`src/rtl/ball_pos_snapshot_if.sv`:
```
// ball_pos_snapshot_if
//   Bus between the Nios II PIO exports / VGA drawing logic and the
//   ball_pos_snapshot shadow bank.
//   master : drives position words, frame_start and rd_idx; observes read
//            data, stick direction, hw_sig and overrun (testbench / system).
//   slave  : the snapshot block itself.
//   Signals:
//     ball_pos_in  [NUM_BALLS*POS_W] flattened ball words, slot k at k*POS_W
//     poolcue_in   [POS_W]           pool cue position word
//     stick_dir_in [3]               stick direction code
//     frame_start                    one-cycle pulse at start of vertical blank
//     rd_idx       [IDX_W]           read slot (0..NUM_BALLS)
//     rd_pos       [POS_W]           registered front-bank word
//     rd_valid                       registered drawable flag
//     stick_dir    [3]               front-bank stick direction
//     hw_sig                         snapshot-complete toggle
//     overrun                        sticky missed-frame flag
interface ball_pos_snapshot_if #(
  parameter int NUM_BALLS = 16,
  parameter int POS_W     = 20
);
  localparam int IDX_W = $clog2(NUM_BALLS + 1);

  logic [NUM_BALLS*POS_W-1:0] ball_pos_in;
  logic [POS_W-1:0]           poolcue_in;
  logic [2:0]                 stick_dir_in;
  logic                       frame_start;
  logic [IDX_W-1:0]           rd_idx;
  logic [POS_W-1:0]           rd_pos;
  logic                       rd_valid;
  logic [2:0]                 stick_dir;
  logic                       hw_sig;
  logic                       overrun;

  modport master (
    output ball_pos_in, poolcue_in, stick_dir_in, frame_start, rd_idx,
    input  rd_pos, rd_valid, stick_dir, hw_sig, overrun
  );

  modport slave (
    input  ball_pos_in, poolcue_in, stick_dir_in, frame_start, rd_idx,
    output rd_pos, rd_valid, stick_dir, hw_sig, overrun
  );
endinterface

```
`src/rtl/ball_pos_snapshot.sv`:
```
// ball_pos_snapshot
//   Copies the software-written ball / pool cue / stick direction words into
//   a double-buffered shadow bank once per video frame, so the VGA drawing
//   logic always reads a frame-consistent set. Each completed snapshot is
//   reported by toggling hw_sig.
//   Ports:
//     clk_clk        system clock, rising edge
//     reset_reset_n  synchronous active-low reset
//     bus            ball_pos_snapshot_if.slave (see interface header)
//   Optional feature: define BALL_POCKET_MASK_EN to report ball slots whose
//   X field is all ones as not drawable (pocketed). Pool cue slot never masked.
module ball_pos_snapshot #(
  parameter int NUM_BALLS = 16,
  parameter int POS_W     = 20
) (
  input  logic                clk_clk,
  input  logic                reset_reset_n,
  ball_pos_snapshot_if.slave  bus
);
  localparam int IDX_W = $clog2(NUM_BALLS + 1);
  localparam int X_W   = 10;

  typedef enum logic [1:0] {IDLE, CAPTURE, SWAP} state_t;

  state_t           state_q, state_d;
  logic [IDX_W-1:0] idx_q, idx_d;
  logic             cap_we, do_swap, last_slot;

  // bank[0] = A, bank[1] = B; front_sel picks the bank being drawn.
  logic [1:0][NUM_BALLS:0][POS_W-1:0] bank;
  logic [1:0][2:0]                    bank_dir;
  logic                               front_sel;

  // Pool cue sits above the balls so slot index maps straight onto a word.
  logic [NUM_BALLS:0][POS_W-1:0] src_words;

  logic             hw_sig_q, overrun_q, rd_valid_q;
  logic [POS_W-1:0] rd_pos_q, front_word;
  logic [IDX_W-1:0] rd_slot;
  logic             rd_in_range, slot_valid;

  assign src_words = {bus.poolcue_in, bus.ball_pos_in};
  assign last_slot = (idx_q == IDX_W'(NUM_BALLS));

  // ---------------- FSM ----------------
  always_ff @(posedge clk_clk) begin
    if (!reset_reset_n) begin
      state_q <= IDLE;
      idx_q   <= '0;
    end else begin
      state_q <= state_d;
      idx_q   <= idx_d;
    end
  end

  always_comb begin
    state_d = state_q;
    idx_d   = idx_q;
    cap_we  = 1'b0;
    do_swap = 1'b0;
    case (state_q)
      IDLE: begin
        if (bus.frame_start) begin
          state_d = CAPTURE;
          idx_d   = '0;
        end
      end
      CAPTURE: begin
        cap_we = 1'b1;
        if (last_slot) begin
          state_d = SWAP;
          idx_d   = '0;
        end else begin
          idx_d = idx_q + IDX_W'(1);
        end
      end
      SWAP: begin
        do_swap = 1'b1;
        state_d = IDLE;
      end
      default: state_d = IDLE;
    endcase
  end

  // ---------------- read path ----------------
  assign rd_in_range = (bus.rd_idx <= IDX_W'(NUM_BALLS));
  // Keep the bank index in range even when the output is forced to zero.
  assign rd_slot     = rd_in_range ? bus.rd_idx : '0;
  assign front_word  = bank[front_sel][rd_slot];

`ifdef BALL_POCKET_MASK_EN
  assign slot_valid = (rd_slot == IDX_W'(NUM_BALLS)) ||
                      (front_word[POS_W-1 -: X_W] != {X_W{1'b1}});
`else
  assign slot_valid = 1'b1;
`endif

  // ---------------- datapath ----------------
  always_ff @(posedge clk_clk) begin
    if (!reset_reset_n) begin
      bank       <= '0;
      bank_dir   <= '0;
      front_sel  <= 1'b0;
      hw_sig_q   <= 1'b0;
      overrun_q  <= 1'b0;
      rd_pos_q   <= '0;
      rd_valid_q <= 1'b0;
    end else begin
      if (cap_we) begin
        bank[~front_sel][idx_q] <= src_words[idx_q];
        if (last_slot) bank_dir[~front_sel] <= bus.stick_dir_in;
      end
      if (do_swap) begin
        front_sel <= ~front_sel;
        hw_sig_q  <= ~hw_sig_q;
      end
      // A pulse outside IDLE is dropped; remember that a frame was missed.
      if (bus.frame_start && (state_q != IDLE)) overrun_q <= 1'b1;
      // Uses the pre-swap front_sel on the SWAP edge, so the first read of
      // the new bank is the one registered on the following edge.
      rd_pos_q   <= rd_in_range ? front_word : '0;
      rd_valid_q <= rd_in_range && slot_valid;
    end
  end

  assign bus.rd_pos    = rd_pos_q;
  assign bus.rd_valid  = rd_valid_q;
  assign bus.stick_dir = bank_dir[front_sel];
  assign bus.hw_sig    = hw_sig_q;
  assign bus.overrun   = overrun_q;
endmodule
```
`src/flat_wrapper.sv`:
```
// flat-port wrapper written by rule: the top's interface ports become plain ports
module ball_pos_snapshot_flat 
#(
  parameter int NUM_BALLS = 16,
  parameter int POS_W     = 20
)
  (clk_clk, reset_reset_n, bus_ball_pos_in, bus_poolcue_in, bus_stick_dir_in, bus_frame_start, bus_rd_idx, bus_rd_pos, bus_rd_valid, bus_stick_dir, bus_hw_sig, bus_overrun);
  ball_pos_snapshot_if #(.NUM_BALLS(NUM_BALLS), .POS_W(POS_W)) bus_i ();
  input  logic clk_clk;
  input  logic reset_reset_n;
  input wire logic [$bits(bus_i.ball_pos_in)-1:0] bus_ball_pos_in;
  input wire logic [$bits(bus_i.poolcue_in)-1:0] bus_poolcue_in;
  input wire logic [$bits(bus_i.stick_dir_in)-1:0] bus_stick_dir_in;
  input wire logic [$bits(bus_i.frame_start)-1:0] bus_frame_start;
  input wire logic [$bits(bus_i.rd_idx)-1:0] bus_rd_idx;
  output wire logic [$bits(bus_i.rd_pos)-1:0] bus_rd_pos;
  output wire logic [$bits(bus_i.rd_valid)-1:0] bus_rd_valid;
  output wire logic [$bits(bus_i.stick_dir)-1:0] bus_stick_dir;
  output wire logic [$bits(bus_i.hw_sig)-1:0] bus_hw_sig;
  output wire logic [$bits(bus_i.overrun)-1:0] bus_overrun;
  assign bus_i.ball_pos_in = bus_ball_pos_in;
  assign bus_i.poolcue_in = bus_poolcue_in;
  assign bus_i.stick_dir_in = bus_stick_dir_in;
  assign bus_i.frame_start = bus_frame_start;
  assign bus_i.rd_idx = bus_rd_idx;
  assign bus_rd_pos = bus_i.rd_pos;
  assign bus_rd_valid = bus_i.rd_valid;
  assign bus_stick_dir = bus_i.stick_dir;
  assign bus_hw_sig = bus_i.hw_sig;
  assign bus_overrun = bus_i.overrun;
  ball_pos_snapshot #(.NUM_BALLS(NUM_BALLS), .POS_W(POS_W)) u_core (.clk_clk(clk_clk), .reset_reset_n(reset_reset_n), .bus(bus_i));
endmodule
```
`config.mk`:
```
export PLATFORM = sky130hd
export DESIGN_NAME = ball_pos_snapshot_flat
export DESIGN_NICKNAME = d
export VERILOG_FILES = /design/src/rtl/ball_pos_snapshot_if.sv /design/src/rtl/ball_pos_snapshot.sv /design/src/flat_wrapper.sv
export SDC_FILE = /design/constraint.sdc
export NUM_CORES = 1
export LEC_CHECK = 0
export CORE_UTILIZATION = 37
export CTS_BUF_LIST = sky130_fd_sc_hd__clkbuf_8 sky130_fd_sc_hd__clkbuf_16
export DETAILED_ROUTE_END_ITERATION = 10
export DONT_BUFFER_PORTS = 1
export MAX_ROUTING_LAYER = met4
export PLACE_DENSITY = 0.56
export SLEW_MARGIN = 30
export SYNTH_ARGS = -nofsm -noshare
export SYNTH_HDL_FRONTEND = slang
export SYNTH_SLANG_ARGS = --single-unit
export TNS_END_PERCENT = 30
```
`constraint.sdc`:
```
create_clock -name clk_clk -period 2.7 [get_ports clk_clk]
set_input_delay 0.54 -clock clk_clk [delete_from_list [all_inputs] [get_ports clk_clk]]
set_output_delay 0.54 -clock clk_clk [all_outputs]
set_load 0.01 [all_outputs]
```
==> flow_summary.ini <==
[global_routing]
largest_net_degree_at_the_start_of_global_routing = 99
grt_use_met3_pct = 4.10
grt_util_met2_pct = 39.6
grtUsageTotal_pct = 25.9
grt_util_met1_pct = 34.6
grt_pass1_vias = 25042
globalRouteOverflowTotal = 0
busiest_layer = met2
grt_antenna_before_repair = 34
grt_pass1_wl_um = 170000

[drt]
drt_first_pass_iters = 6
drt-initial-drc-count = 2532
via_per_inst = 5.68
antenna_violating_nets_post_route = 0
drt_drc_violations_left = 0
wl_per_cell_um = 24.3
route.final.wire_length_um = 116000
via_count = 27120

[sta]
tightestPinTransition_ps = 842
slew_violations = 0
report.final.hold_viol_count = 0
fmax_ghz = 0.377
period_utilization_post_route_pct = 98.3
hold_ws_ps = 51.9
grt_setup_unrepaired = false
finalCriticalPeriod_ps = 2650
skew_ps = 20.3
fin_setup_tns_ps = 0
final_setup_violation_count = 0
worst_slew_margin_rel_pct = 43.2

[worst_setup_path]
crit_start = u_core.front_sel
critical_path_peak_fanout = 27
worstRegToRegCells = 7
worst_setup_path_end_kind = register
worst_ep_required_time_ps = 3200
setup_crit_start_kind = register
regToRegEndpoint = u_core.bus.rd_pos[7]
crit-reg2reg-launch = u_core.front_sel
crit_arrival_ps = 3150
criticalPathCategory = register to register
r2r_setup_slack_ps = 50

[hold_path]
worstHoldEndpoint = u_core.bank_dir[2]
min_delay_path_depth = 2
timing.hold.worst.class = primary input to register
timing.hold.worst.start = bus_stick_dir_in[2]

[outcome]
outcome = finished, final reports clean

[power_and_ir_drop]
power_frac_clock_pct = 47.2
power_per_cell_area_nw_per_um2 = 629
leakage_power_total_nw = 11.2
cellInternalPower_w = 0.0177
power_frac_comb_pct = 7.1
power_switching_share_pct = 24.4
vdd.ir_drop.worst_mv = 0.514
seqPwrFrac_pct = 45.7
power.switching_w = 0.00571

[placed_design]
io_buffer_count = 0
dp_hpwl_um = 81100
place_inst = 4621
globalplace.congestion = 1.09
placement.cell_area_sq_um = 34500

[floorplan]
design.die.area_sq_um = 89600
floorplan.core_area_sq_um = 87200
die_h_um = 299
io_pins = 377
initial_util_pct = 37.5
std_cell_rows = 108
chipWidth_um = 299

[synth]
synth_edf_count = 0
yosys_most_used_dff = sky130_fd_sc_hd__dfxtp_1
synth-seq-area-share_pct = 43.9
yosysWarnings = 0
synth_seq_cells = 717
synthesis.nets = 3985
netlist-cell-type-count = 67
postSynthCellCount = 3630
syn_area_per_cell_sq_um = 9.01
cell_area_synth_sq_um = 32700
synth_async_sr_flop_share_pct = 0

[finish]
n_fill_cell = 8578
finalInstanceArea_sq_um = 37300
fraction_of_layout_instances_using_a_drive_strength_above_1_pct = 16.0
mostFrequentLayoutCell = sky130_fd_sc_hd__dfxtp_1
area.sequential_sq_um = 14400
final_core_utilization_pct = 42.7
area_delta_synth_final_pct = 13.9
finish.net_count = 3900
layout_common_cells = sky130_fd_sc_hd__dfxtp_1 (713), sky130_fd_sc_hd__nand2_1 (657), sky130_fd_sc_hd__a211oi_1 (401)
final-instance-count-excl-fill = 4778
multiInputGateArea_sq_um = 16700

[clock_tree]
cts_htree_levels = 3
cts_post_setup_buffers_inserted = 0
cts-buffers-inserted = 78
max-clock-path-buffers = 3
clock_latency_ps = 630
clock_tree.root_cell = sky130_fd_sc_hd__clkbuf_16
clkSlewWorstSetupHoldPaths_ps = 60
cts_num_sinks = 717
cts_tree = built

[job]
drv.max_cap_violation_count = 0
## worst max-delay path by stage
stage | slack, ps | to | cells past startpoint
final | 50 | u_core.bus.rd_pos[7] | 7
after global routing | 50 | u_core.bus.rd_pos[7] | 7
after CTS | 150 | bus_stick_dir[2] | 2
after detailed placement | -100 | u_core.bus.rd_pos[15] | 8
after global placement | -400 | u_core.bus.rd_pos[15] | 8
after floorplan | 130 | u_core.bank[663] | 14
## through the flow
stage                     setup slack (ps)  total power, W
after floorplan                        126          0.0120
after global placement                -397          0.0126
after detailed placement              -101          0.0126
after CTS                              149          0.0236
after global routing                  50.4          0.0241
final                                 45.4          0.0234
## layer usage
metal  routed length [um]  vias to the layer above
met1                50300                    12901
met4                 4070                        0
met3                 8570                      202
li1                     -                    12903
met2                53200                     1114
met5                    0                        -
## logic make-up (layout without fill, tap and decap cells)
group | Yosys count | after routing | synth area share, %
muxes | 346 | 346 | 15.6
AOI/OAI and AO/OA | 974 | 974 | 19.6
buffers and inverters | 360 | 334 | 5.30
and+or+nand+nor | 1227 | 1227 | 15.4
other | 0 | 19 | 0
xor gates and xnor gates | 2 | 2 | 0.0536
DFF | 717 | 717 | 43.9
adders and majority gates | 4 | 4 | 0.153
## power groups by stage
stage               Sequential [W]  Combinational (W)  Clock (W)
global route                0.0107            0.00174     0.0116
CTS                         0.0107            0.00165     0.0112
global placement            0.0109            0.00164          0
finish                      0.0107            0.00166     0.0111
detailed placement          0.0109            0.00164          0
floorplan                   0.0109            0.00110          0
## what timing repair did
action / CTS / global route
hold buffers: 0 / 0
gates resized for setup: 2 / 0
setup endpoints to repair: 3 / 0
## state kept, by name, indices dropped and copies added, names as in the netlist
signal               flops
u_core.bank            680
u_core.bus.rd_pos       20
u_core.bank_dir          6
u_core.idx_q             5
u_core.state_q           2
u_core.bus.hw_sig        1
u_core.bus.overrun       1
u_core.bus.rd_valid      1
u_core.front_sel         1
## synth_stat cells, types with 3 or more instances
| cell | count | share of area (%) |
|---|---|---|
| sky130_fd_sc_hd__a22oi_2 | 6 | 0.23 |
| sky130_fd_sc_hd__mux2i_4 | 17 | 1.2 |
| sky130_fd_sc_hd__buf_2 | 119 | 1.8 |
| sky130_fd_sc_hd__inv_1 | 6 | 0.069 |
| sky130_fd_sc_hd__nor2b_1 | 6 | 0.11 |
| sky130_fd_sc_hd__a21oi_1 | 333 | 5.1 |
| sky130_fd_sc_hd__or3_1 | 4 | 0.077 |
| sky130_fd_sc_hd__or3b_2 | 3 | 0.080 |
| sky130_fd_sc_hd__o311ai_1 | 7 | 0.19 |
| sky130_fd_sc_hd__nor2_2 | 24 | 0.46 |
| sky130_fd_sc_hd__buf_4 | 47 | 1.1 |
| sky130_fd_sc_hd__and2_1 | 20 | 0.38 |
| sky130_fd_sc_hd__ha_1 | 4 | 0.15 |
| sky130_fd_sc_hd__a22oi_1 | 3 | 0.069 |
| sky130_fd_sc_hd__a31oi_1 | 6 | 0.11 |
| sky130_fd_sc_hd__o221ai_1 | 22 | 0.59 |
| sky130_fd_sc_hd__nand2b_1 | 5 | 0.096 |
| sky130_fd_sc_hd__o22ai_1 | 99 | 1.9 |
| sky130_fd_sc_hd__nor3b_1 | 5 | 0.11 |
| sky130_fd_sc_hd__a221oi_1 | 15 | 0.40 |
| sky130_fd_sc_hd__a211oi_1 | 401 | 9.2 |
| sky130_fd_sc_hd__o311ai_0 | 9 | 0.24 |
| sky130_fd_sc_hd__nor4_1 | 18 | 0.34 |
| sky130_fd_sc_hd__o2111ai_1 | 6 | 0.16 |
| sky130_fd_sc_hd__o211ai_1 | 4 | 0.092 |
| sky130_fd_sc_hd__mux2i_1 | 162 | 5.0 |
| sky130_fd_sc_hd__and3b_1 | 3 | 0.080 |
| sky130_fd_sc_hd__mux4_2 | 108 | 7.4 |
| sky130_fd_sc_hd__a221oi_2 | 7 | 0.32 |
| sky130_fd_sc_hd__clkbuf_1 | 170 | 2.0 |
| sky130_fd_sc_hd__nand2_1 | 657 | 7.5 |
| sky130_fd_sc_hd__nor2_1 | 403 | 4.6 |
| sky130_fd_sc_hd__nand3_1 | 58 | 0.89 |
| sky130_fd_sc_hd__buf_1 | 8 | 0.092 |
| sky130_fd_sc_hd__buf_6 | 7 | 0.24 |
| sky130_fd_sc_hd__o21ai_0 | 41 | 0.63 |
| sky130_fd_sc_hd__mux2_2 | 59 | 2.0 |
| sky130_fd_sc_hd__nand4_1 | 4 | 0.077 |
| sky130_fd_sc_hd__dfxtp_1 | 717 | 44 |
## area by class of cell
type,instances,share of cell area [%]
Sequential cell,717,38.6
Clock buffer,107,6.31
Multi-Input combinational cell,2553,44.8
Tap cell,1155,3.88
Inverter,7,0.0907
Antenna cell,19,0.128
Clock inverter,32,0.836
Timing Repair Buffer,188,5.35
## critical path, cell delays in order (launching register included)
cell and delay, ps:
sky130_fd_sc_hd__dfxtp_4 440, sky130_fd_sc_hd__buf_12 240, sky130_fd_sc_hd__buf_4 360, sky130_fd_sc_hd__mux2i_1 240, sky130_fd_sc_hd__o22ai_1 140, sky130_fd_sc_hd__o311ai_0 730
sky130_fd_sc_hd__buf_4 270, sky130_fd_sc_hd__a221oi_1 80
Note: power is estimated with default switching activity, not from simulation.
